File: config.mk
export PLATFORM = sky130hd
export DESIGN_NAME = fc_grid_scheduler
export DESIGN_NICKNAME = d
export VERILOG_FILES = /design/src/rtl/aegnn.sv /design/src/rtl/fc_rr_pick.sv /design/src/rtl/fc_grid_scheduler.sv
export SDC_FILE = /design/constraint.sdc
export NUM_CORES = 1
export LEC_CHECK = 0
export CAP_MARGIN = 20
export CORE_MARGIN = 8
export CORE_UTILIZATION = 50
export DETAILED_ROUTE_END_ITERATION = 16
export PLACE_DENSITY = 0.86
export SKIP_LAST_GASP = 1
export SLEW_MARGIN = 5
export SYNTH_ARGS = -nofsm -noshare
export SYNTH_HDL_FRONTEND = slang
export SYNTH_SLANG_ARGS = --single-unit
File: constraint.sdc
create_clock -name clk -period 7.4 [get_ports clk]
set_input_delay 1.48 -clock clk [delete_from_list [all_inputs] [get_ports clk]]
set_output_delay 1.48 -clock clk [all_outputs]
set_load 0.05 [all_outputs]
File: src/rtl/aegnn.sv
// Shared AEGNN definitions: grid geometry, linear-layer output width and the
// FC scheduler state encoding.
package aegnn;

    localparam int unsigned GRID_NUM     = 12;
    localparam int unsigned GRID_IDX_W   = 4;
    localparam int unsigned FC_OUT_WIDTH = 16;

    typedef logic [GRID_IDX_W-1:0] grid_idx_t;

    typedef enum logic [1:0] {
        IDLE,
        START,
        WAIT
    } fc_sched_state_e;

    // Increment a grid index, wrapping to 0 at n.
    function automatic grid_idx_t grid_next(input grid_idx_t idx, input int unsigned n);
        if (32'(idx) + 32'd1 >= n) begin
            return '0;
        end
        return idx + grid_idx_t'(1);
    endfunction

endpackage

File: src/rtl/fc_rr_pick.sv
// Round-robin picker: lowest set bit at or above the pointer, otherwise the
// lowest set bit overall (wrap-around).
module fc_rr_pick #(
    parameter int unsigned N  = 8,
    parameter int unsigned IW = 3
) (
    input  logic [N-1:0]  i_bitmap,
    input  logic [IW-1:0] i_ptr,
    output logic          o_any,
    output logic [IW-1:0] o_sel
);

    logic [N-1:0]  w_masked;
    logic [IW-1:0] w_sel_masked;
    logic [IW-1:0] w_sel_any;

    // Keep only the requests at or above the pointer.
    always_comb begin
        w_masked = '0;
        for (int i = 0; i < N; i++) begin
            w_masked[i] = i_bitmap[i] && (32'(i) >= 32'(i_ptr));
        end
    end

    // Two priority encoders; descending scan leaves the lowest index selected.
    always_comb begin
        w_sel_masked = '0;
        w_sel_any    = '0;
        for (int i = N - 1; i >= 0; i--) begin
            if (w_masked[i]) begin
                w_sel_masked = IW'(i);
            end
            if (i_bitmap[i]) begin
                w_sel_any = IW'(i);
            end
        end
    end

    assign o_any = |i_bitmap;
    assign o_sel = (|w_masked) ? w_sel_masked : w_sel_any;

endmodule

File: src/rtl/fc_grid_scheduler.sv
// Event-driven scheduler for the shared linear layer. Deduplicates grid-update
// requests into a pending bitmap, serves grids round-robin one linear pass at a
// time and returns each pass's output tagged with its grid index.
// Optional WAIT watchdog: define FC_SCHED_TIMEOUT_EN.
module fc_grid_scheduler
    import aegnn::*;
#(
    parameter int unsigned N_GRID         = GRID_NUM,
    parameter int unsigned FC_OUT_C       = 2,
    parameter int unsigned TIMEOUT_CYCLES = 256
) (
    input  logic                             clk,
    input  logic                             rst,
    input  logic                             event_stream_clean,
    input  logic                             upd_valid,
    input  grid_idx_t                        upd_grid_idx,
    output logic                             fc_module_start,
    output grid_idx_t                        fc_grid_idx,
    input  logic                             fc_module_done,
    input  logic                             fc_out_valid,
    input  logic [FC_OUT_C*FC_OUT_WIDTH-1:0] fc_out_pack,
    output logic                             result_valid,
    output grid_idx_t                        result_grid_idx,
    output logic [FC_OUT_C*FC_OUT_WIDTH-1:0] result_pack,
    output logic [N_GRID-1:0]                pending,
    output logic                             idle,
    output logic                             timeout_err
);

    localparam int unsigned PackW = FC_OUT_C * FC_OUT_WIDTH;

    if (TIMEOUT_CYCLES < 1) begin : g_bad_timeout
        $error("TIMEOUT_CYCLES must be at least 1");
    end

    fc_sched_state_e r_state;
    fc_sched_state_e w_state_d;
    logic [N_GRID-1:0] r_pending;
    logic [N_GRID-1:0] w_pending_d;
    logic [N_GRID-1:0] w_set;
    logic [N_GRID-1:0] w_clr;
    grid_idx_t         r_rr_ptr;
    grid_idx_t         w_rr_ptr_d;
    grid_idx_t         r_grid_idx;
    grid_idx_t         w_grid_idx_d;
    logic              r_result_valid;
    grid_idx_t         r_result_grid;
    logic [PackW-1:0]  r_result_pack;
    logic              r_idle;
    logic              w_idle_d;
    logic              w_capture;
    logic              w_any;
    grid_idx_t         w_sel;
    logic              w_timeout_hit;

    fc_rr_pick #(
        .N  (N_GRID),
        .IW (GRID_IDX_W)
    ) u_rr_pick (
        .i_bitmap (r_pending),
        .i_ptr    (r_rr_ptr),
        .o_any    (w_any),
        .o_sel    (w_sel)
    );

    // Decode an incoming request; out-of-range indices match no bit.
    always_comb begin
        w_set = '0;
        for (int i = 0; i < N_GRID; i++) begin
            w_set[i] = upd_valid && (32'(upd_grid_idx) == 32'(i));
        end
    end

    // Next-state logic: pick, start, wait for the linear pass.
    always_comb begin
        w_state_d    = r_state;
        w_clr        = '0;
        w_grid_idx_d = r_grid_idx;
        w_rr_ptr_d   = r_rr_ptr;
        w_capture    = 1'b0;
        unique case (r_state)
            IDLE: begin
                if (w_any) begin
                    w_clr[w_sel] = 1'b1;
                    w_grid_idx_d = w_sel;
                    w_state_d    = START;
                end
            end
            START: begin
                w_state_d = WAIT;
            end
            WAIT: begin
                if (fc_module_done) begin
                    w_capture  = fc_out_valid;
                    w_rr_ptr_d = grid_next(r_grid_idx, N_GRID);
                    w_state_d  = IDLE;
                end else if (w_timeout_hit) begin
                    // Abandoned pass: no result and the grid is not re-queued.
                    w_rr_ptr_d = grid_next(r_grid_idx, N_GRID);
                    w_state_d  = IDLE;
                end else begin
                    w_capture = fc_out_valid;
                end
            end
            default: begin
                w_state_d = IDLE;
            end
        endcase
        // A set on the bit being picked wins so the grid is served again.
        w_pending_d = (r_pending & ~w_clr) | w_set;
        w_idle_d    = (w_state_d == IDLE) && (w_pending_d == '0);
    end

    // State, bitmap and result registers; clean acts exactly like reset.
    always_ff @(posedge clk or posedge rst) begin
        if (rst) begin
            r_state        <= IDLE;
            r_pending      <= '0;
            r_rr_ptr       <= '0;
            r_grid_idx     <= '0;
            r_result_valid <= 1'b0;
            r_result_grid  <= '0;
            r_result_pack  <= '0;
            r_idle         <= 1'b1;
        end else if (event_stream_clean) begin
            r_state        <= IDLE;
            r_pending      <= '0;
            r_rr_ptr       <= '0;
            r_grid_idx     <= '0;
            r_result_valid <= 1'b0;
            r_result_grid  <= '0;
            r_result_pack  <= '0;
            r_idle         <= 1'b1;
        end else begin
            r_state        <= w_state_d;
            r_pending      <= w_pending_d;
            r_rr_ptr       <= w_rr_ptr_d;
            r_grid_idx     <= w_grid_idx_d;
            r_result_valid <= w_capture;
            r_idle         <= w_idle_d;
            if (w_capture) begin
                r_result_grid <= r_grid_idx;
                r_result_pack <= fc_out_pack;
            end
        end
    end

`ifdef FC_SCHED_TIMEOUT_EN
    localparam int unsigned CntW = $clog2(TIMEOUT_CYCLES + 1);

    logic [CntW-1:0] r_wait_cnt;
    logic            r_timeout;

    assign w_timeout_hit = (r_state == WAIT) && (r_wait_cnt == CntW'(TIMEOUT_CYCLES - 1));

    // WAIT dwell counter (restarted in START) and sticky watchdog flag.
    always_ff @(posedge clk or posedge rst) begin
        if (rst) begin
            r_wait_cnt <= '0;
            r_timeout  <= 1'b0;
        end else if (event_stream_clean) begin
            r_wait_cnt <= '0;
            r_timeout  <= 1'b0;
        end else begin
            if (r_state == START) begin
                r_wait_cnt <= '0;
            end else if (r_state == WAIT && !w_timeout_hit) begin
                r_wait_cnt <= r_wait_cnt + 1'b1;
            end
            r_timeout <= r_timeout | (w_timeout_hit && !fc_module_done);
        end
    end

    assign timeout_err = r_timeout;
`else
    assign w_timeout_hit = 1'b0;
    assign timeout_err   = 1'b0;
`endif

    assign fc_module_start = (r_state == START);
    assign fc_grid_idx     = r_grid_idx;
    assign result_valid    = r_result_valid;
    assign result_grid_idx = r_result_grid;
    assign result_pack     = r_result_pack;
    assign pending         = r_pending;
    assign idle            = r_idle;

endmodule

==> flow_summary.yaml <==
floorplan:
  coreArea_sq_um: 5890
  rows: 28
  io_pins: 98
  die_x_um: 93.6
  dieArea_sq_um: 8760
  start_util_pct: 51.2
  die_h_um: 93.6
clock_network:
  cts_resized: 0
  clkTransAtPathRegs_ns: 0.07
  cts.sinks: 60
  hold_buffers: 0
  cts_made_buffers: 9
  cts_tree: "yes"
  cts_max_level: 3
  cts_root_buf: "clkbuf_8"
  postCtsSetupBuffers: 0
  clk_path_buf_depth: 2
  clk_latency_ns: 0.34
critical_path:
  critPathMaxStageDelay_ns: 0.87
  worstReg2RegEnd: "idle"
  r2r_start: "r_rr_ptr[2]"
  reg2reg_depth: 8
  crit_required_ns: 5.92
  cp_data_arrival_time_ns: 1.92
  crit_family: "buffers and inverters"
  path_class: "reg -> out"
  cpMaxStageDelayCell: "clkdlybuf4s50_1"
  cp_max_fo: 5
  critPathBufInv: 1
  crit_cells: 2
  cp-end-kind: "output port"
  regToRegSetupSlack_ns: 4.18
  crit_chain: "nor2b_1 -> clkdlybuf4s50_1"
  cp-start-kind: "flip-flop"
global_route:
  antenna_found_initial: 0
  grt_max_degree: 61
  grt_pass1_wl_mm: 14.7
  grtUsageTotal_pct: 21.3
  grt_pass1_vias: 2835
  grt-ovfl-total: 0
logic_synthesis:
  async_flop_share_pct: 100
  synthTopCellsByArea: "dfrtp_1 49%, a22o_1 10%, nor2_1 3.0%"
  synth_top_area_share_pct: 49.0
  synth_nets: 333
  yosys_most_used_dff: "dfrtp_1"
  ys_warn_count: 0
  synth_edf_count: 0
  synth.avg_cell_area_sq_um: 10.4
  yosysTopAreaCell: "dfrtp_1"
  synth_area_sq_um: 3010
  synth-seq-cells: 60
  syn_inst: 289
  synth_seq_area_share_pct: 49.9
  synth_cell_types: 68
  yosysMostFrequentCell: "dfrtp_1"
  synth_commonest_cells: "59 x dfrtp_1, 36 x a22o_1, 24 x nor2_1, 20 x nand2_1, 16 x a21oi_1"
route:
  wl_mm: 9.39
  ant_nets: 0
  wl_per_cell_um: 20.2
  vias: 2791
  drt_iter0_drc: 183
  drtPass1Iterations: 4
  drc_errors: 0
  drt-vias-per-instance: 6.02
run:
  cap_violations: 0
min_path:
  hold_path_end: "result_pack[6]"
  hp-class: "reg -> reg"
  whs_path_depth: 1
  min_from: "result_pack[6]"
power_and_ir_drop:
  p_leak_uw: 0.00178
  ir_drop_uv: 162
  p_per_area_nw_per_um2: 201
timing:
  finalCritPeriodShare_pct: 46.0
  relSlewSlack_pct: 45.9
  fmax_mhz: 294
  whs_ns: 0.507
  rsz0062_at_grt: "no"
  final_hold_viol_count: 0
  tns_ns: 0
  slew_violations: 0
  fin_crit_ns: 3.40
  setup_viol: 0
  worst_slew_pin_slew_ns: 0.808
  clock_skew_ns: 0.0102
final_layout:
  drive_gt1_share_pct: 11.3
  syn_to_final_growth_pct: 40.5
  final_nets: 428
  diodes: 0
place:
  portBuffers: 96
  finalWeightedCongestion: 0.987
  dp_hpwl_mm: 6.86
run_status:
  outcome: "completed"
layout by cell type, fill, tap and decap left out, types with 3 or more instances in the layout:
master	n
clkdlybuf4s50_1	96
nor3_1	4
o21ai_0	13
dfrtp_1	59
clkbuf_8	9
nand3b_1	3
o21ai_1	3
nor2b_1	4
o22ai_1	5
o21a_1	3
nor2_1	24
nand2b_1	3
or2_2	6
a21oi_1	15
o31ai_1	4
buf_4	3
inv_1	7
a22o_1	36
or3_1	4
nand4_1	3
nand2_1	20
o211ai_1	3
where the power goes:
group / leakage [uW] / switching (uW) / internal (uW)
Combinational: 0.000846 / 107 / 68.6
Clock: 0.000102 / 130 / 189
Sequential: 0.000830 / 14.9 / 340
Total: 0.00178 / 252 / 598
how the worst max path moves through the flow:
stage                         start         endpoint  slack (ns)
floorplan                       rst   fc_grid_idx[0]        4.44
global placement    upd_grid_idx[0]             idle        3.93
detailed placement  upd_grid_idx[0]             idle        3.86
CTS                      r_state[0]  fc_module_start        4.00
global route             r_state[0]  fc_module_start        3.96
finish                   r_state[0]  fc_module_start        4.00
per-stage QoR:
step                      util [%]  cells  power [uW]  setup WS [ns]  area [sq um]
final                         71.9    464         850           4.00          4230
after global routing          71.9    464         881           3.96          4230
after CTS                     71.9    464         853           4.00          4230
after global placement        68.2    448         532           3.93          4020
after detailed placement      68.2    448         534           3.86          4020
after floorplan                  -    289         465           4.44          3010
kinds of logic (layout without fill, tap and decap cells):
logic type | Yosys count | in the layout | synth area share [%]
AOI/OAI and AO/OA | 107 | 107 | 27.0
and+or+nand+nor | 92 | 92 | 17.5
adders and majority gates | 2 | 2 | 0.831
xor gates and xnor gates | 2 | 2 | 0.582
other | 1 | 1 | 0.125
DFF | 60 | 60 | 49.9
buffers and inverters | 24 | 124 | 3.70
muxes | 1 | 1 | 0.332
layout make-up:
type                            instances  area, sq um
Clock buffer                           10          128
Clock inverter                          6         88.8
Inverter                                9         33.8
Timing Repair Buffer                   99          983
Sequential cell                        60         1500
Multi-Input combinational cell        205         1400
Fill cell                             440         1650
Tap cell                               75         93.8
state kept, by name, summed over array words and instances, names as in the netlist:
| name | cells |
|---|---|
| r_state | 2 |
| idle | 1 |
| result_grid_idx | 4 |
| result_pack | 32 |
| r_rr_ptr | 4 |
| pending | 12 |
| result_valid | 1 |
| fc_grid_idx | 4 |
routing by layer:
layer	track usage (%)	routed length, um	part of all wire (%)
met1	24.9	3600	38
met5	0	0	0
met2	36.3	4900	52
met3	5.13	737	7.9
met4	9.51	153	1.6
No activity file was read; power rests on OpenSTA's default activity.
